[src/rtl/udp_rx_pkg.sv]
// Shared types and constants for the UDP RX frame controller.
//   rx_state_e : receive FSM states, one transition per valid byte
//   ERR_*      : values reported on err_code
//   HDR_BYTES  : bytes preceding the payload (HDR0, HDR1, CMD, LENH, LENL)
package udp_rx_pkg;

    typedef enum logic [2:0] {
        StIdle,
        StHdr1,
        StCmd,
        StLenh,
        StLenl,
        StPayload,
        StDrop
    } rx_state_e;

    localparam logic [2:0] ERR_NONE         = 3'd0;
    localparam logic [2:0] ERR_BAD_HDR      = 3'd1;
    localparam logic [2:0] ERR_BAD_CMD      = 3'd2;
    localparam logic [2:0] ERR_LEN_MISMATCH = 3'd3;
    localparam logic [2:0] ERR_TRUNC        = 3'd4;
    localparam logic [2:0] ERR_OVERFLOW     = 3'd5;

    localparam int unsigned HDR_BYTES = 5;

endpackage

[src/rtl/sat_cnt16.sv]
// 16-bit saturating event counter.
//   udp_clk : clock
//   rst_n   : asynchronous active-low reset, clears the count
//   clr     : synchronous clear
//   en      : count one event this cycle
//   cnt     : current count, sticks at 16'hFFFF
module sat_cnt16 (
    input  logic        udp_clk,
    input  logic        rst_n,
    input  logic        clr,
    input  logic        en,
    output logic [15:0] cnt
);

    logic [15:0] cnt_q, cnt_d;

    always_comb begin
        cnt_d = cnt_q;
        if (clr) begin
            cnt_d = '0;
        end else if (en && (cnt_q != 16'hFFFF)) begin
            cnt_d = cnt_q + 16'd1;
        end
    end

    always_ff @(posedge udp_clk or negedge rst_n) begin
        if (!rst_n) begin
            cnt_q <= '0;
        end else begin
            cnt_q <= cnt_d;
        end
    end

    assign cnt = cnt_q;

endmodule

[src/rtl/udp_rx_frame_ctrl.sv]
// Receive-side frame controller on the UDP application RX byte stream.
// Parses HDR0 HDR1 CMD LENH LENL + LEN payload bytes, steers the payload to the
// channel selected by CMD and reports one outcome pulse per packet.
//   udp_clk, rst_n          : clock, asynchronous active-low reset
//   app_rx_data_valid/_data : RX byte stream, one packet per contiguous valid run
//   app_rx_data_length      : UDP payload length, stable while valid is high
//   ch_ready                : per-sink accept flag, sampled with each payload byte
//   ch_wr_en/ch_wr_data     : one-hot payload write strobe and byte (registered)
//   ch_sel                  : channel of the current/last frame
//   frame_start/done/err    : one-cycle event pulses
//   err_code                : cause of the last rejected frame
//   frame_cnt/err_cnt       : saturating good/bad frame counters
module udp_rx_frame_ctrl
    import udp_rx_pkg::*;
#(
    parameter logic [7:0]  HDR0   = 8'h00,
    parameter logic [7:0]  HDR1   = 8'h00,
    parameter int unsigned NUM_CH = 4,
    parameter int unsigned CHW    = 2
) (
    input  logic              udp_clk,
    input  logic              rst_n,
    input  logic              app_rx_data_valid,
    input  logic [7:0]        app_rx_data,
    input  logic [15:0]       app_rx_data_length,
    input  logic [NUM_CH-1:0] ch_ready,
    output logic [NUM_CH-1:0] ch_wr_en,
    output logic [7:0]        ch_wr_data,
    output logic [CHW-1:0]    ch_sel,
    output logic              frame_start,
    output logic              frame_done,
    output logic              frame_err,
    output logic [2:0]        err_code,
    output logic [15:0]       frame_cnt,
    output logic [15:0]       err_cnt
);

    rx_state_e         state_q, state_d;
    logic [CHW-1:0]    ch_sel_q, ch_sel_d;
    logic [7:0]        len_hi_q, len_hi_d;
    logic [15:0]       rem_q, rem_d;
    logic [2:0]        err_q, err_d;        // first error of the frame in flight
    logic [NUM_CH-1:0] wr_en_q, wr_en_d;
    logic [7:0]        wr_data_q, wr_data_d;
    logic              start_q, start_d;
    logic              done_q, done_d;
    logic              ferr_q, ferr_d;
    logic [2:0]        code_q, code_d;
    logic [16:0]       frame_len;

    // Declared payload length plus header, widened so LEN=FFFF cannot wrap.
    assign frame_len = {1'b0, len_hi_q, app_rx_data} + 17'(HDR_BYTES);

    always_comb begin
        logic [2:0] new_err;
        new_err   = ERR_NONE;
        state_d   = state_q;
        ch_sel_d  = ch_sel_q;
        len_hi_d  = len_hi_q;
        rem_d     = rem_q;
        err_d     = err_q;
        wr_en_d   = '0;
        wr_data_d = wr_data_q;
        start_d   = 1'b0;
        done_d    = 1'b0;
        ferr_d    = 1'b0;
        code_d    = code_q;

        if (app_rx_data_valid) begin
            unique case (state_q)
                StIdle: begin
                    start_d = 1'b1;
                    if (app_rx_data == HDR0) begin
                        state_d = StHdr1;
                    end else begin
                        new_err = ERR_BAD_HDR;
                        state_d = StDrop;
                    end
                end
                StHdr1: begin
                    if (app_rx_data == HDR1) begin
                        state_d = StCmd;
                    end else begin
                        new_err = ERR_BAD_HDR;
                        state_d = StDrop;
                    end
                end
                StCmd: begin
                    ch_sel_d = app_rx_data[CHW-1:0];
                    if ((app_rx_data >> CHW) != 8'd0) begin
                        new_err = ERR_BAD_CMD;
                        state_d = StDrop;
                    end else begin
                        state_d = StLenh;
                    end
                end
                StLenh: begin
                    len_hi_d = app_rx_data;
                    state_d  = StLenl;
                end
                StLenl: begin
                    if (frame_len != {1'b0, app_rx_data_length}) begin
                        new_err = ERR_LEN_MISMATCH;
                        state_d = StDrop;
                    end else begin
                        rem_d   = {len_hi_q, app_rx_data};
                        state_d = StPayload;
                    end
                end
                StPayload: begin
                    if (rem_q == 16'd0) begin
                        new_err = ERR_LEN_MISMATCH;
                        state_d = StDrop;
                    end else begin
                        rem_d = rem_q - 16'd1;
                        // A busy sink loses the byte but the frame keeps counting down.
                        if (ch_ready[ch_sel_q]) begin
                            wr_en_d[ch_sel_q] = 1'b1;
                            wr_data_d         = app_rx_data;
                        end else begin
                            new_err = ERR_OVERFLOW;
                        end
                    end
                end
                StDrop: begin
                end
                default: state_d = StDrop;
            endcase
            if (err_q == ERR_NONE) begin
                err_d = new_err;
            end
        end else if (state_q != StIdle) begin
            state_d = StIdle;
            err_d   = ERR_NONE;
            rem_d   = '0;
            if (err_q != ERR_NONE) begin
                ferr_d = 1'b1;
                code_d = err_q;
            end else if ((state_q != StPayload) || (rem_q != 16'd0)) begin
                ferr_d = 1'b1;
                code_d = ERR_TRUNC;
            end else begin
                done_d = 1'b1;
            end
        end
    end

    always_ff @(posedge udp_clk or negedge rst_n) begin
        if (!rst_n) begin
            state_q   <= StIdle;
            ch_sel_q  <= '0;
            len_hi_q  <= '0;
            rem_q     <= '0;
            err_q     <= ERR_NONE;
            wr_en_q   <= '0;
            wr_data_q <= '0;
            start_q   <= 1'b0;
            done_q    <= 1'b0;
            ferr_q    <= 1'b0;
            code_q    <= ERR_NONE;
        end else begin
            state_q   <= state_d;
            ch_sel_q  <= ch_sel_d;
            len_hi_q  <= len_hi_d;
            rem_q     <= rem_d;
            err_q     <= err_d;
            wr_en_q   <= wr_en_d;
            wr_data_q <= wr_data_d;
            start_q   <= start_d;
            done_q    <= done_d;
            ferr_q    <= ferr_d;
            code_q    <= code_d;
        end
    end

    sat_cnt16 u_frame_cnt (
        .udp_clk (udp_clk),
        .rst_n   (rst_n),
        .clr     (1'b0),
        .en      (done_d),
        .cnt     (frame_cnt)
    );

    sat_cnt16 u_err_cnt (
        .udp_clk (udp_clk),
        .rst_n   (rst_n),
        .clr     (1'b0),
        .en      (ferr_d),
        .cnt     (err_cnt)
    );

    assign ch_wr_en    = wr_en_q;
    assign ch_wr_data  = wr_data_q;
    assign ch_sel      = ch_sel_q;
    assign frame_start = start_q;
    assign frame_done  = done_q;
    assign frame_err   = ferr_q;
    assign err_code    = code_q;

endmodule
[config.mk]
export PLATFORM = sky130hd
export DESIGN_NAME = udp_rx_frame_ctrl
export DESIGN_NICKNAME = d
export VERILOG_FILES = /design/src/rtl/udp_rx_pkg.sv /design/src/rtl/sat_cnt16.sv /design/src/rtl/udp_rx_frame_ctrl.sv
export SDC_FILE = /design/constraint.sdc
export NUM_CORES = 1
export LEC_CHECK = 0
export BUFFER_PORTS_ARGS = -buffer_cell sky130_fd_sc_hd__buf_2
export CAP_MARGIN = 0
export CORE_ASPECT_RATIO = 0.75
export CORE_UTILIZATION = 52
export CTS_BUF_LIST = sky130_fd_sc_hd__clkbuf_2 sky130_fd_sc_hd__clkbuf_4 sky130_fd_sc_hd__clkbuf_8
export CTS_CLUSTER_DIAMETER = 150
export CTS_CLUSTER_SIZE = 14
export DETAILED_ROUTE_END_ITERATION = 8
export PLACE_DENSITY = 0.78
export SYNTH_ARGS = -nofsm -noshare
export SYNTH_HDL_FRONTEND = slang
export SYNTH_SLANG_ARGS = --single-unit
[constraint.sdc]
create_clock -name udp_clk -period 2.6 [get_ports udp_clk]
set_input_delay 0.26 -clock udp_clk [delete_from_list [all_inputs] [get_ports udp_clk]]
set_output_delay 0.26 -clock udp_clk [all_outputs]
set_load 0.03 [all_outputs]
==> qor.txt <==
most frequent CP cell: or3_4
first drt pass iteration count: 6
Diodes inserted: 0
fin crit share: 103%
num rows: 29
TritonCTS buffer count: 9
Synth warnings: 0
Setup Viol. Count Final: 22
Max H-tree Level: 3
vias: 4387
final WL: 12600 um
Skew-Pair Late Insertion Delay: 0.35 ns
drt drc: 0
asr flop ratio synth: 100%
syn_nets: 504
Crit-path slowest cell: or3_4
CTS sink cnt: 82
Worst-path clk slew: 0.08 ns
Mapped Area: 0.00453 mm^2
critical-path maximum fanout: 7
post-route minimum period: 2.68 ns
die width: 110 um
HPWL after detailed placement: 8650 um
vias per cell: 6.21
met2 wire length: 5740 um
Static Leak: 2.72 nW
#FFs+latches synth: 82
Initial Util: 53.6%
# hold bufs at CTS: 0
slew at the pin closest to its max-slew limit: 1.04 ns
fraction of layout cells with a size suffix above 1: 34.2%
Total Routing Usage GR: 29.4%
setup TNS: -0.874 ns
top_reg_cell synth: dfrtp_1
drt first-iter violations: 386
Post-Synthesis Cells: 468
worst min path class: in2async
core region area: 0.00845 mm^2
Final Hold Fails: 0
WL met3: 1150 um
worst path bufs/invs: 2
IO buf count: 82
CTS tree: built
Mapped Avg Cell Area: 9.69 um^2
dominant cell by count in the synthesized netlist: dfrtp_1
nets@finish: 630
sequential area share after synthesis: 45.3%
Crit path largest cell delay: 0.47 ns
top layer in use: met4
DIE AREA: 0.00910 mm^2
Ports: 83
setup slack after layout: -0.0768 ns
Root Driver: clkbuf_8
crit path cell chain: inv_2 -> ha_4 -> or4b_4 -> buf_4 -> nor4_4 -> nand3_1 -> or3_4 -> or3_4 -> nor2_4 -> xnor2_2
failing checks: negative setup slack
GR Overflow Total: 0
final hold slack: 0.0764 ns
Area after DPL: 0.00532 mm^2
die height: 82.9 um
Max-cap violations: 0
vias in the first global route: 4148
worst endpoint data arrival time: 2.95 ns
crit path launch type: flip-flop
initial antenna violation count: 0
largest net degree at the start of global routing: 83
Area growth, synth to finish: 26.5%
worst vdd ir: 0.000396 V
ANT nets after route: 0
family with the most delay on the worst path: simple AND/OR/NAND/NOR gates
CP endpoint kind: flip-flop
Slew HR: 30.8%
power per cell area: 641 mW/mm^2
gpl congestion: 0.944
Setup CP Type: reg2reg
commonest cells in the netlist: 82 x dfrtp_1, 38 x nor2_1, 38 x o21ai_0, 36 x nand2_1, 34 x xnor2_1
share of the synthesized area in the top cell type: 45.3%
status: finished, violations left
wl on met1: 5350 um
FMAX: 374 MHz
Cell variety after synth: 59
RSZ-0062 raised after global routing: yes
WL/cell: 17.8 um
CP Data Required Time: 2.88 ns
Slew Limit Fails: 0
first-pass GRT wire length: 20600 um
FF-to-FF setup slack: -0.08 ns
clk buf depth: 2
top cells by area, synth: dfrtp_1 45%, xnor2_1 6.6%, mux2_2 5.5%
Setup Skew: 0.00804 ns
area leader, netlist: dfrtp_1
Post-Layout Inst Area: 0.00573 mm^2
Post-synth EDFFs: 0
[power by group]
part	total (mW)	switching [mW]	internal, mW
clock	1.07	0.472	0.599
combinational	1.12	0.641	0.476
sequential	1.49	0.113	1.38
[logic make-up after synthesis]
logic type	after synthesis	share of synthesized area (%)
simple gates	183	21.9
compound gates	93	12.6
flops	82	45.3
xor+xnor	50	9.66
buf+inv	31	3.04
mux	24	6.18
fa+ha+maj	5	1.38
[registers in the layout, summed over array words and instances, names as in the netlist, 4 cells and up]
signal	cells
rem_q	16
u_err_cnt.cnt	16
u_frame_cnt.cnt	16
ch_wr_en	4
ch_wr_data	8
len_hi_q	8
[worst register-to-register path, cell delays in order, from the launching register on]
cell	delay, ns
dfrtp_1	0.41
inv_2	0.09
ha_4	0.13
or4b_4	0.46
buf_4	0.16
nor4_4	0.16
nand3_1	0.13
or3_4	0.47
or3_4	0.38
nor2_4	0.12
xnor2_2	0.11
[worst paths after layout]
check,to,start,cells after the start
setup / recovery,u_frame_cnt.cnt[15],rem_q[0],10
hold / removal,u_frame_cnt.cnt[13],rst_n,1
setup reg to reg,u_frame_cnt.cnt[15],rem_q[0],10
hold reg to reg,u_err_cnt.cnt[15],u_err_cnt.cnt[15],1
max in group asynchronous,ch_wr_data[7],rst_n,1
min in group udp_clk,ch_wr_data[2],app_rx_data[2],2
[cell type report]
| cell class | instances | area [um^2] |
|---|---|---|
| Clock buffer | 11 | 151 |
| Clock inverter | 5 | 85.1 |
| Fill cell | 631 | 2720 |
| Inverter | 11 | 41.3 |
| Multi-Input combinational cell | 355 | 2450 |
| Sequential cell | 82 | 2050 |
| Tap cell | 108 | 135 |
| Timing Repair Buffer | 135 | 815 |
[through the flow]
step / std cells / utilization (%) / setup slack (ns) / total power [mW]
after floorplan: 468 / - / -0.0612 / 2.12
after global placement: 681 / 62.9 / 0.00291 / 2.45
after detailed placement: 681 / 62.9 / -0.0305 / 2.48
after CTS: 704 / 66.8 / -0.0294 / 3.63
after global routing: 707 / 67.8 / -0.179 / 3.84
final: 707 / 67.8 / -0.0768 / 3.68
[layout by cell type, fill, tap and decap left out, types with 2 or more instances in the layout]
cell and count:
or3_4 2, a31oi_1 2, nand3_1 15, nor4_1 13
nor2b_1 3, a2111oi_0 2, a211oi_1 2, or3_1 5
or4b_4 2, or2_2 4, and2_1 4, clkbuf_8 11
nor3b_1 3, mux2_2 22, and3_1 6, buf_4 53
and4_1 3, ha_1 4, a32oi_1 2, buf_2 81
o21ai_1 10, o21ai_2 4, a22oi_1 2, bufinv_16 2
nand3b_1 3, nand4_1 19, inv_2 2, nand3_2 2
inv_1 8, o211ai_1 8, o21ai_0 25, a21oi_1 21
o31ai_1 4, xnor2_1 33, nor2_1 35, dfrtp_1 82
nor2_4 3, xor2_1 16, nand2_1 36, nor3_1 14
[metal layers]
metal / vias up / GRT usage, %
met5: - / 0
met4: 0 / 11.8
met3: 41 / 6.36
met2: 251 / 42.6
met1: 2137 / 42.7
li1: 1958 / -
[repair_timing]
action / CTS / global route
cloned: 1 / 0
setup endpoints to repair: 21 / 36
pin swaps: 8 / 18
resized for setup: 15 / 23
buffers inserted: 6 / 3
Power figures use the tool's default switching activity.
